## src/rtl/ctrl_seq.sv

```systemverilog
// Multi-cycle control sequencer: fetch/decode/execute FSM driving registered
// one-cycle control strobes, with a wait counter for variable-latency loads.
module ctrl_seq #(
    parameter int unsigned IW       = 9,
    parameter int unsigned LOAD_LAT = 1,
    parameter int unsigned CW       = 16
) (
    input  logic          Clk,
    input  logic          Reset_n,
    input  logic          Start,
    input  logic [IW-1:0] Instruction,
    input  logic          InstValid,
    input  logic          Zero,
    output logic          InstReady,
    output logic          RegWrEn,
    output logic          MovEn,
    output logic          MemWrEn,
    output logic          StoreInst,
    output logic          LoadInst,
    output logic          BranchEn,
    output logic          Jump,
    output logic [1:0]    TargSel,
    output logic          PcEn,
    output logic          Busy,
    output logic          Ack,
    output logic [CW-1:0] InstCount
);

    localparam logic [2:0] OpLoad   = 3'b011;
    localparam logic [2:0] OpMov    = 3'b101;
    localparam logic [2:0] OpStore  = 3'b110;
    localparam logic [2:0] OpBranch = 3'b111;
    localparam logic [3:0] LatInit  = 4'(LOAD_LAT);

    typedef enum logic [2:0] {
        StIdle,
        StFetch,
        StDecode,
        StExec,
        StMemWait,
        StDone
    } state_e;

    state_e        state;
    logic [IW-1:0] ir;
    logic [3:0]    wcnt;
    logic [2:0]    op;
    logic          is_halt;
    logic [CW-1:0] count_inc;

    assign op        = ir[IW-1:IW-3];
    assign is_halt   = &ir;
    assign count_inc = (&InstCount) ? InstCount : InstCount + CW'(1);

    assign InstReady = (state == StFetch);
    assign Busy      = (state != StIdle) && (state != StDone);

    always_ff @(posedge Clk or negedge Reset_n) begin
        if (!Reset_n) begin
            state     <= StIdle;
            ir        <= '0;
            wcnt      <= '0;
            RegWrEn   <= 1'b0;
            MovEn     <= 1'b0;
            MemWrEn   <= 1'b0;
            StoreInst <= 1'b0;
            LoadInst  <= 1'b0;
            BranchEn  <= 1'b0;
            Jump      <= 1'b0;
            PcEn      <= 1'b0;
            TargSel   <= 2'b00;
            Ack       <= 1'b0;
            InstCount <= '0;
        end else begin
            // Strobes are one-cycle pulses unless re-armed below.
            RegWrEn   <= 1'b0;
            MovEn     <= 1'b0;
            MemWrEn   <= 1'b0;
            StoreInst <= 1'b0;
            LoadInst  <= 1'b0;
            BranchEn  <= 1'b0;
            Jump      <= 1'b0;
            PcEn      <= 1'b0;

            case (state)
                StIdle: begin
                    if (Start) begin
                        state <= StFetch;
                    end
                end
                StFetch: begin
                    if (InstValid) begin
                        ir      <= Instruction;
                        TargSel <= Instruction[IW-4:IW-5];
                        state   <= StDecode;
                    end
                end
                StDecode: begin
                    if (is_halt) begin
                        Ack   <= 1'b1;
                        state <= StDone;
                    end else if (op == OpLoad) begin
                        wcnt     <= LatInit;
                        LoadInst <= 1'b1;
                        state    <= StMemWait;
                        if (LatInit == 4'd1) begin
                            RegWrEn   <= 1'b1;
                            PcEn      <= 1'b1;
                            InstCount <= count_inc;
                        end
                    end else begin
                        PcEn      <= 1'b1;
                        InstCount <= count_inc;
                        state     <= StExec;
                        case (op)
                            OpMov: begin
                                RegWrEn <= 1'b1;
                                MovEn   <= 1'b1;
                            end
                            OpStore: begin
                                MemWrEn   <= 1'b1;
                                StoreInst <= 1'b1;
                            end
                            OpBranch: begin
                                BranchEn <= 1'b1;
                                Jump     <= Zero;
                            end
                            default: RegWrEn <= 1'b1;
                        endcase
                    end
                end
                StExec: begin
                    state <= StFetch;
                end
                StMemWait: begin
                    wcnt <= wcnt - 4'd1;
                    if (wcnt <= 4'd1) begin
                        state <= StFetch;
                    end else begin
                        LoadInst <= 1'b1;
                        // Next cycle is the last wait cycle: retire the load there.
                        if (wcnt == 4'd2) begin
                            RegWrEn   <= 1'b1;
                            PcEn      <= 1'b1;
                            InstCount <= count_inc;
                        end
                    end
                end
                StDone: begin
                    if (Start) begin
                        Ack       <= 1'b0;
                        InstCount <= '0;
                        state     <= StFetch;
                    end
                end
                default: state <= StIdle;
            endcase
        end
    end

endmodule

```

## config.mk

```make
export PLATFORM = sky130hd
export DESIGN_NAME = ctrl_seq
export DESIGN_NICKNAME = d
export VERILOG_FILES = /design/src/rtl/ctrl_seq.sv
export SDC_FILE = /design/constraint.sdc
export NUM_CORES = 1
export LEC_CHECK = 0
export ABC_AREA = 0
export BUFFER_PORTS_ARGS = -buffer_cell sky130_fd_sc_hd__buf_2
export CORE_MARGIN = 4
export CORE_UTILIZATION = 38
export DETAILED_ROUTE_END_ITERATION = 8
export PLACE_DENSITY = 0.63
export SLEW_MARGIN = 20
export SYNTH_ARGS = -nofsm -noshare
export SYNTH_HDL_FRONTEND = slang
export SYNTH_SLANG_ARGS = --single-unit
```

## constraint.sdc

```tcl
create_clock -name Clk -period 5.75 [get_ports Clk]
set_clock_uncertainty 0.2 [all_clocks]
set_input_delay 0 -clock Clk [delete_from_list [all_inputs] [get_ports Clk]]
set_output_delay 0 -clock Clk [all_outputs]
set_load 0.02 [all_outputs]
```

## Word-level counts from Yosys, hierarchy flattened

Index checks and enable logic that the tools add are counted.

- Register bits: 42
- Output and inout port bits: 29
- Bits of input ports: 14
- Logic and storage cells: 97

- $lt $le $gt $ge: 1
- Mux-type cells: 46
- Eq/ne operators: 20
- Add/sub/neg operators: 2
- Reduce and logical (&&, ||, !) cells: 15

Operators with widths:

| kind | number |
|---|---|
| 16-bit 2-to-1 mux | 5 |
| 16-bit case mux with 3 select lines | 1 |
| 1-bit 2-to-1 mux | 27 |
| 16-bit by 1-bit adder with 16-bit output (second input constant) | 1 |
| 2-bit != test (second input constant) | 8 |
| 16-bit AND reduction | 1 |
| 3-bit equality test (second input constant) | 5 |
| 3-bit 2-to-1 mux | 5 |
| 3-bit case mux with 5 select lines | 1 |
| 3-bit by 2-bit equality test with 1-bit output (second input constant) | 3 |
| 3-bit AND reduction | 3 |
| 9-bit AND reduction | 1 |
| 4-bit 2-to-1 mux | 2 |
| 1-bit case mux with 2 select lines | 4 |
| 4-bit case mux with 2 select lines | 1 |
| 3-bit nonzero test | 2 |
| 5-bit AND reduction | 1 |
| 4-bit by 2-bit equality test with 1-bit output (second input constant) | 1 |
| 4-bit by 1-bit <= comparator with 1-bit output (second input constant) | 1 |
| 2-bit nonzero test | 2 |
| 2-bit OR reduction | 2 |
| 4-bit by 1-bit subtractor with 4-bit output (second input constant) | 1 |
| 3-bit by 1-bit equality test with 1-bit output (second input constant) | 1 |
| 3-bit logical NOT | 1 |
| 4 further kinds | 4 |

## Longest topological paths before layout

Gate-level depths: netlist of run 1.

- Depth in word-level cells: 6
- Gate-level depth with buffers: 9
- Depth with buffers taken out: 7

## Least setup slack after synthesis of run 1

OpenSTA, ideal clock, no wires.

- Kind: register to register
- Start: register InstCount[0]
- End: register InstCount[9]
- Slack: 3414 ps
- Arrival time: 2026 ps
- Stages on the path, launching flop included: 8
- Data required time: 5440 ps
- Path buffers: 1
- Setup time: 110 ps
- Period minus slack after synthesis: 2336 ps
- Cell sequence: dfrtp_1 ha_1 nand4_1 or4_1 nor2_1 buf_2 o31ai_1 o41ai_1

- Cells in the longest elaborated chain, start to end: 5
- Elaborated cells between the ends (all ways): 7
- Classes of those cells: add/sub: 1; mux: 5; reduce/logical: 1

RTL lines:

| what | RTL line | text |
|---|---|---|
| start, declared | 26 | `output logic [CW-1:0] InstCount` |
| start signal, assigned | 109 | `InstCount <= count_inc;` |
| start signal, assigned | 113 | `InstCount <= count_inc;` |
| start signal, assigned | 145 | `InstCount <= count_inc;` |
| 16-bit by 1-bit adder with 16-bit output or 16-bit AND reduction (tied branches) | 53 | `assign count_inc = (&InstCount) ? InstCount : InstCount + CW'(1);` |
| 16-bit 2-to-1 mux * | 53 |  |
| 16-bit 2-to-1 mux | 142 | `if (wcnt == 4'd2) begin` |
| 16-bit 2-to-1 mux | 137 | `if (wcnt <= 4'd1) begin` |
| 16-bit case mux with 3 select lines * | 85 | `case (state)` |

Every way passes the cells marked *; elsewhere a longest branch is shown, timed or not. The select of a mux whose other input is x is not followed.
A chain may end at the register's enable or synchronous reset.

## Final worst setup path of run 1

Same ends and word-level chain as after synthesis.

==> results of run 1 <==
[worst max-delay path by stage]
stage	cells after the start	start	to
finish	6	InstCount[0]	InstCount[9]
global route	6	InstCount[1]	InstCount[1]
CTS	6	InstCount[1]	InstCount[9]
detailed placement	6	InstCount[1]	InstCount[9]
global placement	6	InstCount[0]	InstCount[7]
floorplan	7	InstCount[0]	InstCount[9]
[power by group]
| group | internal, mW | switching [mW] | leakage, nW |
|---|---|---|---|
| clock network | 0.131 | 0.106 | 0.0548 |
| logic | 0.149 | 0.187 | 0.543 |
| registers | 0.351 | 0.0884 | 0.510 |
[layer usage]
metal / routed length [µm] / GRT usage / share of wire / up-vias
met5: 0 / 0 / 0 / -
met4: 15 / 0.0401 / 0.0032 / 0
met3: 294 / 0.0327 / 0.062 / 2
met2: 2270 / 0.241 / 0.48 / 55
met1: 2150 / 0.183 / 0.45 / 842
li1: - / - / - / 881
[metrics by stage]
step	total power [mW]	setup slack (ns)	cell area, µm²	hold WS (ns)
5_1_grt	1.09	2.85	2600	0.253
2_1_floorplan	0.704	3.41	2140	-0.496
3_3_place_gp	0.773	3.14	2360	-0.0168
3_5_place_dp	0.778	3.10	2360	-0.0235
6_report	1.01	3.03	2600	0.162
4_1_cts	1.03	3.07	2600	0.194
[cells in the mapped netlist, types with 4 or more instances]
master | n | share of area
nand4_1 | 6 | 0.018
nand2_1 | 21 | 0.037
o21ai_0 | 5 | 0.012
nand3_1 | 7 | 0.016
ha_1 | 4 | 0.023
mux2_2 | 9 | 0.047
a21oi_1 | 9 | 0.021
nand2b_1 | 4 | 0.012
and2_1 | 5 | 0.015
nor3b_1 | 4 | 0.014
o31ai_1 | 19 | 0.067
nor2_1 | 18 | 0.032
buf_4 | 6 | 0.021
inv_1 | 5 | 0.0088
nor3_1 | 6 | 0.014
dfrtp_1 | 40 | 0.47
[flip-flops by register name, summed over array words and instances, names as in the netlist, 3 cells and up]
register / flops
InstCount: 16
ir: 8
wcnt: 4
state: 3
[cells by family (layout without fill, tap and decap cells)]
group,after synthesis,in the layout,synth area share
XOR/XNOR,3,3,0.0123
AO/OA/AOI/OAI,55,55,0.180
buffers and inverters,17,68,0.0491
AND/OR/NAND/NOR,86,86,0.220
multiplexers,9,9,0.0473
flip-flops,40,40,0.467
adder cells (fa/ha/maj),4,4,0.0234
[final cells by class]
class / count / share of cell area
Clock buffer: 5 / 0.0265
Clock inverter: 3 / 0.0178
Inverter: 5 / 0.00722
Multi-Input combinational cell: 157 / 0.398
Sequential cell: 40 / 0.385
Tap cell: 72 / 0.0346
Timing Repair Buffer: 55 / 0.131
==> results.yml, run 1 <==
outcome:
  run_status: "complete, no violations"
timing:
  finalCritPeriodShare: 0.473
  tightest_slew_ns: 0.878
  tns_ns: 0
  maxSlewViolCount: 0
  rsz0062_at_grt: "false"
  finalHoldViolations: 0
  max_slew_margin: 0.415
  fmax_ghz: 0.368
  fin_crit_ns: 2.72
  setup_viol_count_final: 0
setup_path:
  worst_ep_arrival_time_ns: 2.69
  worstSetupEndpointType: "flip-flop"
  cpLargestDelayFamily: "simple AND/OR/NAND/NOR gates"
  reg2reg_from: "InstCount[0]"
  path_max_fanout: 13
  critPathMaxStageDelay_ns: 0.70
  rr_endpoint: "InstCount[9]"
  critical_path_class: "flip-flop to flip-flop"
  r2r_slack_ns: 3.03
  startpoint_type: "flip-flop"
  cp_slowest_cell: "nor2_1"
  path_cells: "ha_1, nand4_1, or4_1, nor2_1, o31ai_1, o41ai_1"
  cp.buffers_inverters: 0
  rr_worst_depth: 6
  cp.required_ns: 5.73
clocking:
  cts.clk_slew.worst_paths_ns: 0.08
  cts_hold_buf: 13
  cts_tree: "done"
  htreeDepth: 2
  cts_root_buffer: "clkbuf_8"
  cts_sinks: 40
  clkLatencyLatePin_ns: 0.29
  cts_made_buffers: 5
  cts_setup_buffers: 0
  cts_buffer_depth: 2
  cts_resized: 0
grt:
  grt_pass1_vias: 1782
  track_usage: 0.143
  antenna_found_initial: 0
  grt_pass1_wl_um: 8250
  grt_max_degree: 41
  gr-total-overflow: 0
synth:
  synth_seq_area_share: 0.467
  syn_avg_cell_area_um2: 10.0
  ys_seq_elements: 40
  synthesis.area_mm2: 0.00214
  synth-edff-count: 0
  syn_inst: 214
  async_flop_share: 1.00
  synthesis.nets: 232
  yosys_warnings: 0
  ys.flop_type: "dfrtp_1"
  synth_cell_types: 44
drt:
  routed_wl_um: 4730
  drtIter0Drc: 65
  ant_nets: 0
  vias: 1780
  avgViaCountPerCell: 5.28
  drc: 0
  wl_per_cell_um: 14.0
  first_pass_iters: 4
floorplanning:
  start_util: 0.391
  die_y_um: 83.1
  rows: 27
  die_w_um: 83.1
  io_pins: 43
  dieArea_mm2: 0.00690
  core_mm2: 0.00547
pwr:
  leakage_nw: 1.11
  pwr_density_cell_mw_per_mm2: 389
  irDropWorstVdd_mv: 0.180
flow_run:
  cap_violations: 0
cells_and_area:
  final_cells: 337
  final_cell_mix: "buf_2, dfrtp_1, nand2_1, o31ai_1, nor2_1"
  n_antenna_cell: 0
  fillers: 531
  mostFrequentLayoutCell: "buf_2"
  fin_util: 0.475
  drive_gt1_frac: 0.238
  syn2layout_area_growth_pct: 21.4
  finalNetCount: 282
  multi_input_area_mm2: 0.00104
  seqCellArea_mm2: 0.00100
placement:
  routabilityCongestion: 0.835
  dp.cells: 316
  io_buffers: 42
  hpwlAfterDp_um: 3290
min_path:
  hp-class: "input port to async pin"
Power figures use the tool's default switching activity.
==> run 2, diff against run 1 <==
--- a/config.mk
+++ b/config.mk
@@ -10,7 +10,7 @@
 export CORE_MARGIN = 4
 export CORE_UTILIZATION = 38
 export DETAILED_ROUTE_END_ITERATION = 8
-export PLACE_DENSITY = 0.63
+export PLACE_DENSITY = 0.65
 export SLEW_MARGIN = 20
 export SYNTH_ARGS = -nofsm -noshare
 export SYNTH_HDL_FRONTEND = slang
==> constraint.sdc (replaced) <==
create_clock -name Clk -period 2.4 [get_ports Clk]
set_clock_uncertainty 0.2 [all_clocks]
set_input_delay 0 -clock Clk [delete_from_list [all_inputs] [get_ports Clk]]
set_output_delay 0 -clock Clk [all_outputs]
set_load 0.02 [all_outputs]
==> run 2 against run 1 <==
Against the previous run: clock power rose by 140%; via count rose by 2.9%; fmax increased by 25%; hold slack got worse by 0.010 ns; sequential share of layout area fell by 1.3 points; die area is the same; first-iteration DRC count rose by 77%; non-clock buffer count is 11 higher; wire length decreased by 0.78%; clock-buffer cell count is the same; design area is 3.8% higher; critical endpoint is now InstCount[5]; largest power group unchanged.
==> results.yml, run 2 (synthesis results as in run 1) <==
outcome:
  run_status: "complete, no violations"
flow_run:
  cap_violations: 0
timing:
  fmax_ghz: 0.458
  fin_crit_ns: 2.18
  maxSlewViolCount: 0
  tns_ns: 0
  finalCritPeriodShare: 0.909
  max_slew_margin: 0.416
  tightest_slew_ns: 0.876
  rsz0062_at_grt: "false"
  setup_viol_count_final: 0
  finalHoldViolations: 0
cells_and_area:
  final_cells: 348
  n_antenna_cell: 0
  largest_register_ffs: 16
  fin_util: 0.493
  reg_top3: "InstCount: 16 flops, ir: 8 flops, wcnt: 4 flops"
  fillers: 509
  multi_input_area_mm2: 0.00105
  finalNetCount: 293
  mostFrequentLayoutCell: "buf_2"
  seqCellArea_mm2: 0.00100
  final_cell_mix: "buf_2, dfrtp_1, nand2_1, o31ai_1, nor2_1"
  syn2layout_area_growth_pct: 26.0
  regMostFlops: "InstCount"
  drive_gt1_frac: 0.279
placement:
  dp.cells: 327
  routabilityCongestion: 0.792
  io_buffers: 42
  hpwlAfterDp_um: 3370
floorplanning:
  rows: 27
  core_mm2: 0.00547
  io_pins: 43
  die_w_um: 83.1
  dieArea_mm2: 0.00690
  start_util: 0.391
  die_y_um: 83.1
setup_path:
  startpoint_type: "flip-flop"
  worstSetupEndpointType: "flip-flop"
  worst_ep_arrival_time_ns: 2.15
  critical_path_class: "flip-flop to flip-flop"
  cp.required_ns: 2.37
  r2r_slack_ns: 0.22
  path_max_fanout: 8
clocking:
  cts_root_buffer: "clkbuf_8"
  htreeDepth: 2
  cts.clk_slew.worst_paths_ns: 0.09
  cts_sinks: 40
  clkLatencyLatePin_ns: 0.30
  cts_made_buffers: 5
  cts_tree: "done"
  cts_buffer_depth: 2
drt:
  ant_nets: 0
  drc: 0
  vias: 1832
  wl_per_cell_um: 13.5
  first_pass_iters: 4
  avgViaCountPerCell: 5.26
  routed_wl_um: 4690
  drtIter0Drc: 115
grt:
  grt_pass1_vias: 1848
  antenna_found_initial: 0
  gr-total-overflow: 0
  track_usage: 0.148
  grt_pass1_wl_um: 8510
  grt_max_degree: 41
pwr:
  irDropWorstVdd_mv: 0.513
  pwr_density_cell_mw_per_mm2: 918
  leakage_nw: 1.17
min_path:
  hp-class: "input port to async pin"
[run 2: changes by cell type in the layout (fill, tap and decap cells not counted), sizes merged]
cell / change
buf: +11
[run 2: final cells by class]
cell class / instances / share of cell area
well taps: 72 / 0.0334
multi-input cells: 157 / 0.389
clock buffers: 5 / 0.0255
flip-flops and latches: 40 / 0.371
inverters: 5 / 0.00695
repair buffers: 66 / 0.157
clock inverters: 3 / 0.0172
[run 2: worst paths after layout]
check	from	cells past startpoint	end
max in group asynchronous	Reset_n	2	wcnt[0]
min reg2reg	ir[6]	1	StoreInst
max	wcnt[0]	8	InstCount[5]
min in group Clk	Zero	3	Jump
max reg2reg	wcnt[0]	8	InstCount[5]
min	Reset_n	2	InstCount[13]
[run 2: metrics by stage]
step	power [mW]	cell area, µm²	hold WS [ns]	setup WS (ns)
global route	2.66	2700	0.259	0.0176
global placement	1.89	2440	-0.0225	0.280
CTS	2.49	2680	0.197	0.191
detailed placement	1.90	2440	-0.0205	0.214
finish	2.48	2700	0.152	0.218
floorplan	1.69	2140	-0.496	0.0640
[run 2: worst max-delay path: stages (launching register included)]
cell and delay [ns]:
dfrtp_2 0.40, inv_1 0.07, ha_1 0.22, nor2_1 0.14
nand4_1 0.14, a32o_1 0.31, buf_4 0.17, o31ai_1 0.28
o41ai_2 0.12
[run 2: timing repair]
action                                 4_1_cts  5_1_grt
hold buffers                                13        0
buffers inserted                             0        0
setup endpoints to repair                    0        5
endpoints found under the hold margin       53        0
gates resized for setup                      0        3
[run 2: metal layers]
metal / global-route usage / part of all wire
met5: 0 / 0
met4: 0.0579 / 0.019
met3: 0.0367 / 0.057
met2: 0.235 / 0.47
met1: 0.194 / 0.45
[run 2: power breakdown]
group	switching, mW	internal [mW]	leakage (nW)
clock network	0.260	0.313	0.0548
logic	0.490	0.392	0.604
registers	0.177	0.844	0.509
